$ cat src/rtl/wash_cycle_sequencer.sv
// Wash-cycle sequencer.
// Steps a wash through FILL -> WASH -> RINSE -> SPIN -> DONE. Each phase holds
// an 8-bit remaining-tick count. The count is never decremented here: every
// accepted tick sends a "minus 1" op to a shared, registered 8-bit op unit, and
// the result is written back two cycles after the op is presented. An abort
// sends the machine to DRAIN, which returns to IDLE without a done pulse.
// An open door pauses the run phases.
//
// Ports
//   clk, rst          clock, asynchronous active-high reset
//   start, abort      cycle request / abort request
//   door_closed       1 = door latched; 0 pauses FILL..SPIN
//   tick              one-cycle time-base pulse
//   dp_ctrl, dp_data  registered op code / operand to the op unit (000 = clear, 001 = minus 1)
//   dp_result         op-unit result, valid one clk after dp_ctrl/dp_data
//   phase             IDLE=0 FILL=1 WASH=2 RINSE=3 SPIN=4 DONE=5 DRAIN=6
//   valve_on, motor_on, drain_on   actuator enables
//   busy, done        phase not IDLE/DONE; one-cycle completion pulse
//   tick_overrun      sticky: a tick arrived while a decrement was in flight
module wash_cycle_sequencer #(
  parameter logic [7:0] FILL_T  = 8'd10,
  parameter logic [7:0] WASH_T  = 8'd40,
  parameter logic [7:0] RINSE_T = 8'd20,
  parameter logic [7:0] SPIN_T  = 8'd15,
  parameter logic [7:0] DRAIN_T = 8'd5
) (
  input  logic       clk,
  input  logic       rst,
  input  logic       start,
  input  logic       abort,
  input  logic       door_closed,
  input  logic       tick,
  output logic [2:0] dp_ctrl,
  output logic [7:0] dp_data,
  input  logic [7:0] dp_result,
  output logic [2:0] phase,
  output logic       valve_on,
  output logic       motor_on,
  output logic       drain_on,
  output logic       busy,
  output logic       done,
  output logic       tick_overrun
);

  typedef enum logic [2:0] {
    IDLE  = 3'd0,
    FILL  = 3'd1,
    WASH  = 3'd2,
    RINSE = 3'd3,
    SPIN  = 3'd4,
    DONE  = 3'd5,
    DRAIN = 3'd6
  } phase_e;

  localparam logic [2:0] OP_CLR = 3'b000;
  localparam logic [2:0] OP_DEC = 3'b001;

  phase_e     phase_q, phase_d;
  logic [7:0] rem_q, rem_d;
  // [0]: op presented this cycle, [1]: its result is on dp_result this cycle
  logic [1:0] pend_q, pend_d;
  logic [2:0] dp_ctrl_q, dp_ctrl_d;
  logic [7:0] dp_data_q, dp_data_d;
  logic       ovr_q, ovr_d;

  logic in_run, paused, pend;

  assign in_run = (phase_q == FILL) || (phase_q == WASH) ||
                  (phase_q == RINSE) || (phase_q == SPIN);
  assign paused = in_run && !door_closed;
  assign pend   = |pend_q;

  always_comb begin
    phase_d   = phase_q;
    rem_d     = rem_q;
    pend_d    = {pend_q[0], 1'b0};
    dp_ctrl_d = OP_CLR;
    dp_data_d = 8'd0;
    ovr_d     = ovr_q;
    case (phase_q)
      IDLE: begin
        if (start && door_closed) begin
          phase_d = FILL;
          rem_d   = FILL_T;
          ovr_d   = 1'b0;
        end
      end
      DONE: begin
        phase_d = IDLE;
        rem_d   = 8'd0;
      end
      default: begin
        // Abort wins over everything else this cycle, including a tick and
        // any decrement still in flight (its result is thrown away).
        if (abort && in_run) begin
          phase_d = DRAIN;
          rem_d   = DRAIN_T;
          pend_d  = 2'b00;
        end else begin
          if (tick && pend) ovr_d = 1'b1;
          if (pend_q[1]) begin
            // write-back is allowed even while paused
            rem_d = dp_result;
          end else if (!pend && !paused && rem_q == 8'd0) begin
            case (phase_q)
              FILL:    begin phase_d = WASH;  rem_d = WASH_T;  end
              WASH:    begin phase_d = RINSE; rem_d = RINSE_T; end
              RINSE:   begin phase_d = SPIN;  rem_d = SPIN_T;  end
              SPIN:    begin phase_d = DONE;  rem_d = 8'd0;    end
              default: begin phase_d = IDLE;  rem_d = 8'd0;    end
            endcase
          end else if (!pend && !paused && tick) begin
            dp_ctrl_d = OP_DEC;
            dp_data_d = rem_q;
            pend_d    = 2'b01;
          end
        end
      end
    endcase
  end

  always_ff @(posedge clk or posedge rst) begin
    if (rst) begin
      phase_q   <= IDLE;
      rem_q     <= 8'd0;
      pend_q    <= 2'b00;
      dp_ctrl_q <= OP_CLR;
      dp_data_q <= 8'd0;
      ovr_q     <= 1'b0;
    end else begin
      phase_q   <= phase_d;
      rem_q     <= rem_d;
      pend_q    <= pend_d;
      dp_ctrl_q <= dp_ctrl_d;
      dp_data_q <= dp_data_d;
      ovr_q     <= ovr_d;
    end
  end

  assign dp_ctrl      = dp_ctrl_q;
  assign dp_data      = dp_data_q;
  assign phase        = phase_q;
  assign tick_overrun = ovr_q;
  assign busy         = in_run || (phase_q == DRAIN);
  assign done         = (phase_q == DONE);
  // Pause gates valve/motor only; draining keeps going with the door open.
  assign valve_on     = (phase_q == FILL) && door_closed;
  assign motor_on     = ((phase_q == WASH) || (phase_q == RINSE) ||
                         (phase_q == SPIN)) && door_closed;
  assign drain_on     = (phase_q == SPIN) || (phase_q == DRAIN);

endmodule
$ cat config.mk
export PLATFORM = sky130hd
export DESIGN_NAME = wash_cycle_sequencer
export DESIGN_NICKNAME = d
export VERILOG_FILES = /design/src/rtl/wash_cycle_sequencer.sv
export SDC_FILE = /design/constraint.sdc
export NUM_CORES = 1
export LEC_CHECK = 0
export ABC_AREA = 0
export BUFFER_PORTS_ARGS = -buffer_cell sky130_fd_sc_hd__buf_4
export CORE_ASPECT_RATIO = 1.4
export CORE_MARGIN = 2
export CORE_UTILIZATION = 51
export CTS_CLUSTER_DIAMETER = 120
export DETAILED_ROUTE_END_ITERATION = 6
export PLACE_DENSITY_LB_ADDON = 0.08
export SYNTH_ARGS = -nofsm -noshare
export SYNTH_HDL_FRONTEND = slang
export SYNTH_SLANG_ARGS = --single-unit
$ cat constraint.sdc
create_clock -name clk -period 2.8 [get_ports clk]
set_clock_uncertainty 0.05 [all_clocks]
set_input_delay 0.14 -clock clk [delete_from_list [all_inputs] [get_ports clk]]
set_output_delay 0.14 -clock clk [all_outputs]
set_load 0.005 [all_outputs]
==> summary.txt <==
Outcome
  – Outcome: finished clean

Yosys
  – EDFF count, synth: 0
  – Syn avg cell area: between 8 and 9 µm²
  – Yosys cell types: 40
  – Synth warnings: 0
  – Async S/R FF share, synth: between 90% and 100%
  – Post-synth top flop: dfrtp_1
  – Sequential area share after synthesis: between 40% and 50%
  – Cell area after synthesis: approximately 0.0013 mm²
  – Cells after Synth: between 100 and 150
  – #FFs+latches synth: 22

Routing
  – WL/cell: about 15 µm
  – Vias per cell: a little under 6
  – # DRC: 0
  – DRT iter0 DRCs: 22
  – Total Wirelength: 2790 µm
  – Via count: 1127
  – Drt pass-1 iters: 4
  – Remaining antenna violation count: 0

Pwr
  – Overall Power: between 1.5 and 2 mW
  – Peak supply drop: slightly below 0.7 mV
  – Power Density: about 1000 mW/mm²
  – LEAKAGE: ~0.73 nW

Timing
  – RSZ-0062 raised after global routing: no
  – Rel. slew slack: between 40% and 50%
  – Total Neg Setup Slack: 0 ns
  – Fin crit period: 2.22 ns
  – Fin. max-slew vios: 0
  – Final period util: approximately four fifths
  – Worst Tran Pin Value: around 0.8 ns
  – Maximum clock rate: between 0.4 and 0.5 GHz
  – Final Hold Vio Count: 0
  – Count of final setup violators: 0

GRT
  – Antenna violations before repair: 0
  – Vias in the first global route: 1024
  – Largest net degree at the start of global routing: 23
  – Global route overflow: 0
  – Gr usage total: between 20% and 30%
  – Global-route wire length before repair: 4440 µm

Worst setup path
  – Setup CP Type: register to register
  – Critical Path RT: slightly below 3 ns
  – R2R Setup Slk: 0.58 ns
  – Crit end category: register
  – CP Launch Type: register
  – Crit-path max FO: 20
  – Crit path arrival time: between 2 and 2.5 ns

CTS
  – Clock sinks: 22
  – Post-cts resize count: 0
  – Clock Latency Late Sink: roughly 0.3 ns
  – # Post-CTS Setup Buffers: 0
  – CTS buffer count: 3
  – CTS tree: built
  – Hold Buf Count CTS: 1
  – H-tree depth: 1
  – Clock buffer depth: 2
  – Worst-path clk slew: 0.12 ns
  – Root Buffer Master: clkbuf_4

Layout
  – Commonest non-fill, non-tap cells in the layout: 33 x buf_4, 22 x dfrtp_1, 12 x nand2_1
  – Area delta synth->final: 22.6%
  – Fin area: 0.00155 mm²
  – Layout Nets: 183
  – Commonest non-fill, non-tap cell in the layout: buf_4
  – Layout filler cell count: 206
  – # diodes: 0
  – Finished Layout Cells: about 190
  – Share of cells above drive strength 1: a little over a quarter

Die
  – Die outline area: 0.00290 mm²
  – Io pins: 34
  – Die H: roughly 63 µm
  – Die W: between 40 and 50 µm
  – # rows: 21
  – Initial Utilization: roughly 53%
  – Placeable Area: 0.00236 mm²

Placed design
  – Port Buffers: 31
  – Dpl cells: 186
  – Post-detail-place hpwl: 2150 µm
  – Area after DPL: around 0.0015 mm²
  – Final RePlAce weighted congestion: between 0.9 and 1

Run
  – Max cap viols: 0

Worst hold path
  – HP Class: primary input to register
## report_power, final
part           internal, mW  leakage, nW  total [mW]  switching (mW)
Sequential            0.408        0.289       0.512           0.105
Clock                 0.144       0.0279       0.236          0.0920
Combinational         0.380        0.411       0.834           0.455
## stage by stage
stage	setup slack [ns]	hold slack [ns]	util [%]
after floorplan	0.804	0.0792	-
after global placement	0.680	0.278	62.9
after detailed placement	0.615	0.292	62.9
after CTS	0.591	0.0146	65.5
after global routing	0.418	0.0223	65.5
final	0.582	0.0134	65.5
## synthesized netlist by cell type (2+ instances only)
cell       n  share of area (%)
a31oi_1    2               0.99
and2_1     6                3.0
nand3_1    6                2.4
o221ai_1   2                1.4
o21ai_0   11                4.4
inv_1      8                2.4
o21a_1     3                1.8
buf_4      3                1.8
nor2b_1    4                2.0
clkbuf_1   8                2.4
a21oi_1    9                3.6
nand2b_1   2               0.99
dfrtp_1   22                 44
nor3_1     2               0.79
o31ai_1    2                1.2
nor2_1     8                2.4
mux2_1     3                2.7
nand2_1   12                3.6
a211oi_1   2                1.2
o31a_1     2                1.4
mux2_2     3                2.7
nor4_1     2               0.99
or4_1      2                1.2
## layer usage
| metal | global-route usage [%] | vias to the layer above | wire (µm) |
|---|---|---|---|
| li1 | - | 551 | - |
| met4 | 6.07 | 0 | 37 |
| met2 | 34.5 | 32 | 1480 |
| met3 | 2.02 | 4 | 111 |
| met5 | 0 | - | 0 |
| met1 | 25.2 | 540 | 1170 |
## flip-flops by register name, indices dropped and copies added (netlist names)
register and count:
pend_q 2, rem_q 8, tick_overrun 1, phase 3
dp_data 8
## worst paths after layout
| path | endpoint | startpoint | cells past startpoint |
|---|---|---|---|
| max | rem_q[5]$_DFFE_PP0P_ | phase[1]$_DFFE_PP0P_ | 5 |
| min | rem_q[6]$_DFFE_PP0P_ | dp_result[6] | 3 |
| max reg2reg | rem_q[5]$_DFFE_PP0P_ | phase[1]$_DFFE_PP0P_ | 5 |
| min reg2reg | dp_data[2]$_DFF_PP0_ | rem_q[2]$_DFFE_PP0P_ | 1 |
| max in group asynchronous | rem_q[7]$_DFFE_PP0P_ | rst | 3 |
| min in group asynchronous | rem_q[6]$_DFFE_PP0P_ | rst | 3 |
## final cells by class
class	count	area, µm²	share of cell area (%)
repair buffers	34	258	16.6
well taps	23	28.8	1.86
clock inverters	1	30.0	1.94
inverters	8	30.0	1.94
flip-flops and latches	22	551	35.5
multi-input cells	100	629	40.6
clock buffers	3	22.5	1.45
## critical path, stage by stage, from the launching register on
cell     delay, ns
dfrtp_1       0.61
nor3_1        0.42
o31a_1        0.26
nand2_2       0.11
a31oi_4       0.30
mux2_2        0.37
## logic make-up after synthesis
family | count (synthesis) | share of synthesized area [%]
and+or+nand+nor | 49 | 20.2
AOI/OAI and AO/OA | 43 | 23.7
other | 1 | 0.297
muxes | 6 | 5.35
DFF | 22 | 43.6
buffers and inverters | 20 | 6.93
(Power assumes the default switching activity.)
